File: src/rtl/stopwatch_ctrl.sv
// Seconds stopwatch (00-59, BCD) with start/stop/clear commands and a
// programmable prescaler that sets the length of one "second" in clk cycles.
module stopwatch_ctrl #(
    parameter logic [23:0] MAX_COUNT = 24'd10_000_000
) (
    input  logic       clk,
    input  logic       rst_n,
    input  logic       cmd_start,
    input  logic       cmd_stop,
    input  logic       cmd_clear,
    input  logic [7:0] period_in,
    output logic [3:0] ones,
    output logic [3:0] tens,
    output logic       running,
    output logic       tick,
    output logic       wrap
);

    typedef enum logic [1:0] {IDLE, RUN, PAUSE} state_t;

    state_t      state;
    logic        start_q, stop_q, clear_q;
    logic        start_e, stop_e, clear_e;
    logic [23:0] presc;
    logic [23:0] compare;
    logic [23:0] period_cmp;
    logic        terminal;

    // A command counts once per low-to-high transition, however long it is held.
    always_ff @(posedge clk or negedge rst_n) begin
        if (!rst_n) begin
            start_q <= 1'b0;
            stop_q  <= 1'b0;
            clear_q <= 1'b0;
        end else begin
            start_q <= cmd_start;
            stop_q  <= cmd_stop;
            clear_q <= cmd_clear;
        end
    end

    assign start_e = cmd_start & ~start_q;
    assign stop_e  = cmd_stop  & ~stop_q;
    assign clear_e = cmd_clear & ~clear_q;

    assign period_cmp = (period_in == 8'd0) ? MAX_COUNT : {6'b0, period_in, 10'b0};
    assign terminal   = (state == RUN) && (presc == compare);
    assign running    = (state == RUN);

    // Clear outranks everything; within RUN the prescaler/digit update still
    // happens on a stop cycle so a coincident terminal count is not lost.
    always_ff @(posedge clk or negedge rst_n) begin
        if (!rst_n) begin
            state   <= IDLE;
            presc   <= 24'd0;
            compare <= MAX_COUNT;
            ones    <= 4'd0;
            tens    <= 4'd0;
            tick    <= 1'b0;
            wrap    <= 1'b0;
        end else begin
            tick <= 1'b0;
            wrap <= 1'b0;
            if (clear_e) begin
                state <= IDLE;
                presc <= 24'd0;
                ones  <= 4'd0;
                tens  <= 4'd0;
            end else begin
                case (state)
                    IDLE: begin
                        if (start_e && !stop_e) begin
                            state   <= RUN;
                            compare <= period_cmp;
                            presc   <= 24'd0;
                        end
                    end
                    RUN: begin
                        if (terminal) begin
                            presc <= 24'd0;
                            tick  <= 1'b1;
                            if (ones == 4'd9) begin
                                ones <= 4'd0;
                                if (tens == 4'd5) begin
                                    tens <= 4'd0;
                                    wrap <= 1'b1;
                                end else begin
                                    tens <= tens + 4'd1;
                                end
                            end else begin
                                ones <= ones + 4'd1;
                            end
                        end else begin
                            presc <= presc + 24'd1;
                        end
                        if (stop_e) state <= PAUSE;
                    end
                    PAUSE: begin
                        // Resume keeps the compare latched at the original start.
                        if (start_e && !stop_e) state <= RUN;
                    end
                    default: state <= IDLE;
                endcase
            end
        end
    end

endmodule
File: config.mk
export PLATFORM = sky130hd
export DESIGN_NAME = stopwatch_ctrl
export DESIGN_NICKNAME = d
export VERILOG_FILES = /design/src/rtl/stopwatch_ctrl.sv
export SDC_FILE = /design/constraint.sdc
export NUM_CORES = 1
export LEC_CHECK = 0
export CAP_MARGIN = 20
export CORE_MARGIN = 10
export CORE_UTILIZATION = 51
export CTS_CLUSTER_SIZE = 25
export DETAILED_ROUTE_END_ITERATION = 7
export PLACE_DENSITY = 0.72
export SLEW_MARGIN = 20
export SYNTH_ARGS = -nofsm -noshare
export SYNTH_HDL_FRONTEND = slang
export SYNTH_SLANG_ARGS = --single-unit
File: constraint.sdc
create_clock -name clk -period 2.2 [get_ports clk]
set_input_delay 0.44 -clock clk [delete_from_list [all_inputs] [get_ports clk]]
set_output_delay 0.44 -clock clk [all_outputs]
set_load 0.01 [all_outputs]
Word-level counts from Yosys, hierarchy flattened
Index checks and enable logic that the tools add are counted.
- memories kept: 0
- bits in latches: 0
- flip-flop bits (word level): 63
- ROM bits: 0
- bits in writable memories: 0
- logic and storage cells: 69
- input port bits: 13
- shift-type cells: 0
- $lt $le $gt $ge: 0
- add/sub/neg operators: 3
- equality and inequality tests: 8
- bitwise gates (word level): 7
- reduce and logical (&&, ||, !) cells: 15
- multiply operators: 0
- div/mod/pow operators: 0
- multiplexer cells: 26
- operator list (kind ; count):
    $mux W24 ; 4
    $pmux W24 S2 ; 1
    $mux W4 ; 9
    $add A24 B1 Y24 const B ; 1
    $eq A24 B24 Y1 ; 1
    $add A4 B1 Y4 const B ; 2
    $logic_not A8 Y1 ; 1
    $mux W1 ; 8
    $mux W2 ; 3
    $ne A3 B1 Y1 const B ; 2
    $reduce_and A2 Y1 ; 3
    $reduce_and A3 Y1 ; 2
    $reduce_bool A2 Y1 ; 3
    $eq A4 B3 Y1 const B ; 1
    $eq A4 B4 Y1 const B ; 1
    $not A1 Y1 ; 4
    $pmux W2 S2 ; 1
    $and A1 B1 Y1 ; 3
    $ne A3 B3 Y1 const B ; 1
    $reduce_bool A3 Y1 ; 1
    $eq A2 B1 Y1 const B ; 1
    $eq A2 B2 Y1 const B ; 1
    $logic_and A1 B1 Y1 ; 2
    $logic_not A2 Y1 ; 1
    other kinds (2) ; 2

Longest topological paths before layout
- depth after elaboration: 7
- gate-level depth with buffers: 8

Least setup slack after synthesis
Ideal clock, no wire load.
- path type: reg2reg
- start: reg presc[21]
- end: reg ones[3]
- data arrival time: 2.164 ns
- path buffers: 0
- path slack: -0.046 ns
- cell stages (with the launch flop): 6
- clock period less this slack: 2.246 ns
- required time: 2.118 ns
- setup time: 0.082 ns
- cell sequence: dfrtp_1 or4_4 nor4_4 nand4_1 or4b_1 a31oi_1
- cells in the longest elaborated chain, start to end: 4
- ends and longest elaborated chain (element ; RTL line ; source):
    start: declaration ; 24 ; logic [23:0] presc;
    start signal: assignment ; 94 ; presc <= presc + 24'd1;
    $eq A24 B24 Y1 ; 47 ; assign terminal = (state == RUN) && (presc == compare);
    $logic_and A1 B1 Y1 ; 47 ;
    $reduce_bool A2 Y1 (no line) ; n/a ;
    $reduce_and A2 Y1 (no line) ; n/a ;
    end signal: assignment ; 91 ; ones <= ones + 4'd1;
    end: declaration ; 12 ; output logic [3:0] ones,
Every way passes these cells.
A chain may end at the register's enable or synchronous reset.

Worst setup path after layout
- start: reg presc[6]
- end: reg ones[3]
The elaborated chain is that of the path after synthesis.

==> out/qor.txt <==
STA
-------------------------------------------------------------------------------------
Skew final .............................................................      6.31 ps
Actual transition at the worst max-transition pin ......................       556 ps
Unrepaired setup endpoints after global routing ........................         true
Shortest clock period the worst path allows after layout ...............      2230 ps
Count of final setup violators .........................................            5
Min setup slack post-route .............................................     -25.1 ps
F_max ..................................................................      449 MHz
Final-report hold violation count ......................................            0
Final slew viol count ..................................................            0
Worst hold slack across all endpoints ..................................       113 ps
Tcrit/Tclk final .......................................................         101%
Final setup TNS ........................................................     -60.8 ps
Worst-case headroom to the max-slew limit ..............................        63.0%

FINISH
-------------------------------------------------------------------------------------
Filler cell count in the final layout ..................................          336
Cell area after layout .................................................   3460 sq um
Multi-input logic area .................................................   1360 sq um
Highest-count cells in the layout ignoring fill and taps ............... sky130_fd_sc_hd__dfrtp_1 (44), sky130_fd_sc_hd__buf_4 (34), sky130_fd_sc_hd__nand3_1 (29), sky130_fd_sc_hd__nand2_1 (28), sky130_fd_sc_hd__clkdlybuf4s50_1 (22)
Proportion of layout cells with a drive suffix above 1 .................        24.3%
Antenna diode count ....................................................            0
Storage cell area ......................................................   1210 sq um
Number of nets in the finished design ..................................          355
Final standard cell count with taps included and fillers excluded ......          404
Utilization of the core after routing ..................................        72.4%
Most frequent standard cell in the layout excluding fill and tap cells . sky130_fd_sc_hd__dfrtp_1
P&R area growth vs syn .................................................        35.9%

WORST SETUP PATH
-------------------------------------------------------------------------------------
Category of the most critical setup path ............................... register to register
Worst R2R Path Depth ...................................................            5
Worst-case register-to-register setup slack ............................       -30 ps
Data required time of the critical path ................................      2430 ps
Crit path arrival time .................................................      2460 ps
Nature of the critical path startpoint .................................     register
Largest fanout of any net on the critical path .........................            5
Kind of end point of the critical path .................................     register

SYNTHESIS
-------------------------------------------------------------------------------------
Post-synth net total ...................................................          289
Number of storage elements in the synthesis netlist ....................           48
Count of different cell masters after synthesis ........................           43
Post-Syn Area per Cell .................................................   9.44 sq um
Sequential element share of the synthesized area .......................        47.3%
Synthesized instance count .............................................          270
Netlist area before placement ..........................................   2550 sq um
Ys Warns ...............................................................            0

FLOORPLAN
-------------------------------------------------------------------------------------
Number of rows created at floorplan ....................................           25
Area of the core region ................................................   4790 sq um
Top-Level Pins .........................................................           24
Horizontal extent of the die ...........................................      90.7 um
Die H ..................................................................      90.7 um
Effective utilization at floorplan .....................................        53.3%
Area enclosed by the die boundary ......................................   8220 sq um

GRT
-------------------------------------------------------------------------------------
Pin count of the biggest net entering global routing ...................           27
Vias in the first global route .........................................         2165
All-layer global routing usage .........................................        14.8%
Number of antenna violations at the first check in global routing ......            0
Overall overflow remaining after global route ..........................            0
Global-route wire length before repair .................................     10300 um

CLOCKING
-------------------------------------------------------------------------------------
Root Buffer ............................................................ sky130_fd_sc_hd__clkbuf_8
# clock sinks ..........................................................           48
Maximum buffer depth of the clock tree .................................            2
Skew-Pair Late Insertion Delay .........................................       300 ps
Clock-pin slew on the worst setup and hold paths .......................        90 ps
CTS tree ...............................................................        built
Hold buffer count at cts ...............................................            0
CTS buffer count .......................................................            5
Level count of the clock H-tree ........................................            2

DRT
-------------------------------------------------------------------------------------
Via density per instance ...............................................         5.92
Detail-routed net length per standard cell .............................      16.4 um
Total DRC errors in the routed layout ..................................            0
Via count ..............................................................         2393
Length of the first detailed-routing pass in iterations ................            4
Antenna-violating nets left ............................................            0
Total Wirelength .......................................................      6630 um
Violation count after the first detailed-routing iteration .............          187

STATUS
-------------------------------------------------------------------------------------
Result of the run ...................................................... finished with violations
Failing checks ......................................................... negative setup slack

PWR
-------------------------------------------------------------------------------------
Leak pwr ...............................................................      1.49 nW
Final Power ............................................................      2.28 mW
Peak ir drop on the vdd network ........................................     0.562 mV
Power density normalized to cell area ..................................  659 nW/um^2

PLACED DESIGN
-------------------------------------------------------------------------------------
IO buf count ...........................................................           23
Inst Count DP ..........................................................          386
Detailed Place HPWL ....................................................      4530 um
Placement-stage cell area ..............................................   3110 sq um
Routability cong. ......................................................        0.886
Worst setup timing slack at the placement stage ........................     -76.5 ps

RUN
-------------------------------------------------------------------------------------
Max Cap Violations .....................................................            0

WORST HOLD PATH
-------------------------------------------------------------------------------------
Tightest Hold Check Type ............................................... primary input to asynchronous set/reset pin

critical path, stage by stage (launching register included):
cell and delay (ps):
sky130_fd_sc_hd__dfrtp_1 390, sky130_fd_sc_hd__or4_4 560, sky130_fd_sc_hd__nor4_4 370, sky130_fd_sc_hd__nand4_1 180
sky130_fd_sc_hd__or4b_1 480, sky130_fd_sc_hd__a31oi_1 170
synth_stat cells (all sizes together):
cell type  number  area, sq um
o21ai          20          100
mux2i           2         20.0
nand2b          3         18.8
nor3            5         30.0
inv            12         45.0
ha              6         75.1
or2             1         6.26
and3            7         43.8
dfstp           4          105
mux2            5         56.3
o31a            1         8.76
clkbuf          5         18.8
nor2           13         48.8
a21o            4         30.0
and4b           1         10.0
nand4           7         50.1
xnor2           4         35.0
nor3b           4         30.0
a211oi          1         7.51
or4             3         26.3
o22a            3         26.3
o2111ai         1         8.76
or3            10         62.6
dfrtp          44         1100
xor2            4         35.0
a21boi          1         7.51
a21oi          17         85.1
nor4            5         46.3
and4            2         17.5
a22o            2         17.5
nand3          30          150
o21a            2         15.0
or3b            2         17.5
or4b            1         10.0
o311ai          6         52.6
nor2b           2         12.5
nand2          28          105
a31oi           2         12.5
repair_timing:
| action | 4_1_cts | 5_1_grt |
|---|---|---|
| pin swaps | 6 | 7 |
| endpoints found under the hold margin | 0 | 0 |
| setup endpoints to repair | 3 | 24 |
| setup buffers | 5 | 3 |
| resized for setup | 1 | 24 |
| cloned | 0 | 2 |
path summary, 6_finish.rpt:
check                                 startpoint                       to
max reg2reg                 presc[6]$_DFFE_PN0P_      ones[3]$_DFFE_PN0P_
min in group clk           presc[22]$_DFFE_PN0P_    presc[22]$_DFFE_PN0P_
max                         presc[6]$_DFFE_PN0P_      ones[3]$_DFFE_PN0P_
min reg2reg                presc[22]$_DFFE_PN0P_    presc[22]$_DFFE_PN0P_
max in group asynchronous                  rst_n  compare[10]$_DFFE_PN1P_
min                                        rst_n      tens[2]$_DFFE_PN0P_
cell type report:
| class | instances | area share (%) |
|---|---|---|
| flip-flops and latches | 48 | 34.8 |
| clock inverters | 3 | 2.60 |
| multi-input cells | 205 | 39.2 |
| well taps | 67 | 2.42 |
| clock buffers | 5 | 1.99 |
| repair buffers | 64 | 17.7 |
| inverters | 12 | 1.30 |
flip-flops by register name (all words and copies together) (netlist names):
signal,flops
presc,24
compare,9
ones,4
tens,4
state,2
clear_q,1
start_q,1
stop_q,1
tick,1
wrap,1
layer usage:
| metal | GRT usage [%] | up-vias | part of all wire (%) |
|---|---|---|---|
| met3 | 3.24 | 15 | 6.6 |
| met4 | 4.91 | 0 | 1.7 |
| li1 | - | 1122 | - |
| met2 | 24.2 | 95 | 49 |
| met1 | 18.8 | 1161 | 43 |
| met5 | 0 | - | 0 |
cells by family (layout without fill, tap and decap cells):
group	count (synthesis)	in the layout	synth area share (%)
AND/OR/NAND/NOR	124	124	26.9
AO/OA/AOI/OAI	60	60	14.6
flip-flops	48	48	47.3
buffers and inverters	17	84	2.50
XOR/XNOR	8	8	2.75
multiplexers	7	7	2.99
adder cells (fa/ha/maj)	6	6	2.95
power breakdown:
part           switching [mW]  internal, mW
Sequential             0.0434         0.957
Clock                   0.300         0.568
Combinational           0.207         0.205
(Power assumes the default switching activity.)
==> RTL edit 1, RTL diff (config.mk and constraints unchanged) <==
Re-encode `state_t` (3 states) as one-hot, 3 bits wide.
--- a/src/rtl/stopwatch_ctrl.sv
+++ b/src/rtl/stopwatch_ctrl.sv
@@ -18,3 +18,3 @@
 
-    typedef enum logic [1:0] {IDLE, RUN, PAUSE} state_t;
+    typedef enum logic [2:0] {IDLE = 3'b001, RUN = 3'b010, PAUSE = 3'b100} state_t;
 
Function: no difference found for any inputs over 10 cycles, from zero or initial values and one cycle with rst_n low; not proved beyond that.
==> RTL edit 1 against the unedited design <==
  * Synthesized area is 4.3% higher
  * Die area up 3.4%
  * Clock skew barely moved
  * Design area shrank 0.54%
  * Setup slack gained 0.085 ns
  * Critical path depth is 6 higher
  * Power shrank 19%
  * Wire length decreased by 3.0%
  * Sequential cell count grew 1
==> RTL edit 1: results (changes against the unedited design) <==
stage,metric,value,unit,change
yosys,Unique masters post-synth,49,,+14%
global_route,initial antenna violation count,0,,unchanged
pwr,Peak VDD IR,0.460,mV,-18%
clock_tree,TritonCTS buffer count,5,,unchanged
clock_tree,clk buf depth,2,,unchanged
placement,Post-Place Cell Area,3200,µm²,+3.1%
placement,hpwl dp,4.65,mm,+2.8%
global_route,global-route wire length before repair,11.1,mm,+8.4%
yosys,syn_nets,303,,+4.8%
global_route,total track usage,15.8,%,+0.96 points
drt,WL/cell,15.6,µm,-4.7%
finish,Nets,359,,+1.1%
finish,Final Non-Filler Cells,411,,+1.7%
timing,clock skew,0.00638,ns,+0.0000697 ns
drt,drt pass-1 iters,4,,unchanged
clock_tree,Worst-path clk slew,0.09,ns,about the same
finish,share of layout cells above drive strength 1,23.2,%,-1.2 points
timing,Worst-Margin Slew,0.591,ns,+0.0355 ns
yosys,Main synth FF type,dfrtp_1,,
global_route,pin count of the biggest net entering global routing,26,,-3.7%
timing,Fin Setup TNS,0,ns,+0.0608 ns
critical_path,"Arr. time, crit path",2.30,ns,-0.16 ns
yosys,asr flop ratio synth,100,%,unchanged
yosys,sequential cell area fraction in the yosys report,46.4,%,-0.97 points
yosys,syn avg cell area,9.36,µm²,-0.82%
critical_path,crit-path max FO,22,,+17
clock_tree,worst skew pair latency,0.31,ns,
hold_path,Hold Path Class,input port to async pin,,
clock_tree,setup bufs post-CTS,0,,-5
status,status,completed,,
pwr,Sw Pwr,0.000462,W,-16%
placement,Port Buf Inserts,23,,unchanged
drt,drt via density,5.69,,-4.0%
drt,Iteration-0 DRC Markers,173,,-7.5%
global_route,vias in the first global route,2387,,+10%
clock_tree,htree depth,2,,unchanged
placement,gp weighted congestion,0.862,,-2.6%
yosys,synth warn,0,,unchanged
yosys,ranking of synthesized cells by area,"dfrtp_1 (41%), nand2_1 (5.1%), nand3_1 (5.1%)",,
finish,largest registers,"presc (24), compare (9)",,
clock_tree,Post-CTS Resized,3,,+2
placement,dpl cells,398,,+3.1%
pwr,leak pwr,1.45,nW,-2.5%
finish,n_diodes,0,,unchanged
clock_tree,root buffer selected by CTS,clkbuf_8,,
timing,final setup vio count,0,,-5
yosys,Commonest cells post-synth,"dfrtp_1 (44), nand2_1 (36), nand3_1 (27)",,
-- RTL edit 1: changes by cell type in the layout (fill, tap and decap cells not counted), sizes merged, moves of 3 or more --
cell    change
xor2        -4
bufinv      -3
nand2       +8
xnor2       +4
and2        +3
o21ai       -5
a31oi       +6
buf         -3
nor3b       -3
-- RTL edit 1: through the flow --
step                power [W]  setup slack [ns]
finish                0.00184            0.0596
global route          0.00193           -0.0508
CTS                   0.00185           0.00853
detailed placement    0.00126            -0.101
global placement      0.00126            0.0291
floorplan             0.00115             0.153
-- RTL edit 1: per-layer routing --
| metal | wire [µm] | GRT usage (%) | part of all wire (%) | up-vias |
|---|---|---|---|---|
| met2 | 3190 | 26.1 | 50 | 67 |
| met3 | 318 | 3.67 | 4.9 | 15 |
| met1 | 2810 | 19.4 | 44 | 1106 |
| met5 | 0 | 0 | 0 | - |
| li1 | - | - | - | 1150 |
| met4 | 108 | 6.17 | 1.7 | 0 |
-- RTL edit 1: area by class of cell --
| class | instances | area, µm² |
|---|---|---|
| sequential | 49 | 1230 |
| fill | 398 | 1630 |
| tap | 70 | 87.6 |
| clock buffer | 7 | 96.3 |
| multi-input combinational | 214 | 1430 |
| inverter | 11 | 43.8 |
| timing repair buffer | 59 | 549 |
| clock inverter | 1 | 5.00 |
-- RTL edit 1: worst max-delay path, cell delays in order (launching register included) --
cell and delay, ns:
dfrtp_1 0.41, inv_2 0.07, ha_1 0.14, nor4b_4 0.17, buf_4 0.17, nand2_4 0.06, nor3_4 0.29, buf_6 0.14
a21oi_1 0.09, buf_12 0.19, nand3_1 0.11, o311ai_0 0.15
-- RTL edit 1: power groups by stage --
stage | sequential [W] | combinational [W] | clock (W)
finish | 0.000999 | 0.000258 | 0.000586
global route | 0.00101 | 0.000282 | 0.000645
CTS | 0.00100 | 0.000247 | 0.000604
detailed placement | 0.00102 | 0.000245 | 0
global placement | 0.00102 | 0.000240 | 0
floorplan | 0.00101 | 0.000143 | 0
-- RTL edit 1: worst paths after layout --
| kind | start | slack, ns | end | cells past startpoint |
|---|---|---|---|---|
| max reg2reg | presc[1] | 0.06 | presc[10] | 11 |
| min in group clk | presc[22] | 0.52 | presc[22] | 1 |
| max in group asynchronous | rst_n | 1.46 | state[0] | 2 |
| max | presc[1] | 0.06 | presc[10] | 11 |
| min reg2reg | presc[22] | 0.52 | presc[22] | 1 |
| min | rst_n | 0.12 | compare[13] | 1 |
-- RTL edit 1: logic make-up (layout without fill, tap and decap cells) --
group	count (synthesis)	after routing	share of synthesized area, %
adders and majority gates	6	6	2.82
and+or+nand+nor	133	133	27.6
buffers and inverters	21	78	3.44
DFF	49	49	46.4
xor gates and xnor gates	8	8	2.64
muxes	5	5	2.12
AOI/OAI and AO/OA	62	62	15.0
==> RTL edit 2, RTL diff (config.mk and constraints unchanged) <==
Without the edit above. Change the parameter `MAX_COUNT` from 24'd10_000_000 to 24'd7500000.
--- a/src/rtl/stopwatch_ctrl.sv
+++ b/src/rtl/stopwatch_ctrl.sv
@@ -3,3 +3,3 @@
 module stopwatch_ctrl #(
-    parameter logic [23:0] MAX_COUNT = 24'd10_000_000
+    parameter logic [23:0] MAX_COUNT = 24'd7500000
 ) (
Function: same outputs for any inputs over 10 cycles, from zero or initial values and one cycle with rst_n low; that may be too few to reach the edited logic, so the function may still have changed.
==> RTL edit 2 against the unedited design <==
  * The flow still finishes with violations (negative setup slack)
  * Highest routed layer unchanged
  * Wire length grew 4.4%
  * Power decreased by 15%
  * Count of clock-buffer cells in the layout rose by 2
  * Setup slack lost 0.086 ns
  * Non-clock buffer count is 3 lower
  * Via count is 5.7% higher
  * Design area is 1.2% lower
  * Critical path type unchanged
  * Core utilization fell by 5.8 points
  * Synthesized area grew 6.6%
  * Die area grew 5.1%
  * Sequential cell count stayed put
  * Worst hold slack worse by 0.097 ns
  * Final cell count is 4.0% higher
==> RTL edit 2: results (changes against the unedited design) <==
stage,metric,value,unit,change
status,status,finished with violations,,
status,failing checks,negative setup slack,,
critical_path,worst r2r src,compare[17],,
global_route,global-route wire length before repair,11.4,mm,+11%
yosys,ranking of synthesized cells by area,"dfrtp_1 (40%), nand2_1 (5.8%), dfstp_2 (4.8%)",,
placement,Place WS,-0.0679,ns,+0.00864 ns
yosys,Unique masters post-synth,50,,+16%
timing,final setup margin,-0.112,ns,-0.0865 ns
yosys,Compound-Gate Fraction of Synth Area,12.6,%,-2.0 points
yosys,post-synthesis instance total,295,,+9.3%
drt,Post-Route WL,6.92,mm,+4.4%
finish,Nets,368,,+3.7%
timing,clock skew,0.0103,ns,+0.00398 ns
timing,final setup vio count,2,,-3
finish,utilization after layout,66.6,%,-5.8 points
yosys,XOR/XNOR Fraction of Synth Area,2.90,%,+0.15 points
finish,share of layout cells above drive strength 1,20.9,%,-3.5 points
yosys,multiplexer share of the synthesized area,3.13,%,+0.14 points
placement,dpl cells,412,,+6.7%
clock_tree,setup bufs post-CTS,0,,-5
placement,gp weighted congestion,0.868,,-2.0%
timing,Worst-Margin Slew,0.523,ns,-0.0328 ns
clock_tree,Post-CTS Resized,3,,+2
placement,Post-Place Cell Area,3280,µm²,+5.4%
critical_path,crit path to,tens[2],,
yosys,syn_nets,314,,+8.7%
global_route,pin count of the biggest net entering global routing,20,,-26%
critical_path,crit-path max FO,4,,-1
finish,# fillers,458,,+36%
-- RTL edit 2: layout make-up --
cell class,count,area share [%]
Tap cell,70,2.56
Clock buffer,7,2.52
Multi-Input combinational cell,224,42.4
Sequential cell,48,35.3
Inverter,9,0.988
Clock inverter,1,0.219
Timing Repair Buffer,61,16.0
-- RTL edit 2: per-layer routing --
layer  track usage [%]  wire length [µm]  vias to the layer above
li1                  -                 -                     1200
met5                 0                 0                        -
met2              26.8              3360                       84
met1              20.4              3070                     1236
met3              3.76               382                        9
met4              5.14               102                        0
-- RTL edit 2: power groups by stage --
stage / clock network, W / registers (W) / logic [W]
final: 0.000561 / 0.00101 / 0.000370
after global placement: 0 / 0.00102 / 0.000353
after global routing: 0.000612 / 0.00102 / 0.000409
after detailed placement: 0 / 0.00102 / 0.000363
after CTS: 0.000575 / 0.00101 / 0.000366
after floorplan: 0 / 0.00101 / 0.000205
-- RTL edit 2: worst max-delay path: stages, from the launching register on --
cell	delay, ns
dfstp_2	0.56
xor2_2	0.07
or4_4	0.54
or4_4	0.46
or4b_4	0.50
a21oi_2	0.13
-- RTL edit 2: how the worst min path moves through the flow --
stage / slack, ns / start / cells after the start / endpoint
after CTS: 0.02 / rst_n / 1 / presc[13]
after detailed placement: 0.36 / rst_n / 1 / state[0]
after floorplan: 0.14 / rst_n / 0 / clear_q
after global placement: 0.37 / rst_n / 1 / presc[14]
after global routing: 0.02 / rst_n / 1 / presc[13]
final: 0.02 / rst_n / 1 / presc[13]
-- RTL edit 2: kinds of logic after synthesis --
kind of cell             Yosys count
AO/OA/AOI/OAI                     47
buffers and inverters             23
adder cells (fa/ha/maj)            6
multiplexers                       8
flip-flops                        48
XOR/XNOR                           9
AND/OR/NAND/NOR                  154
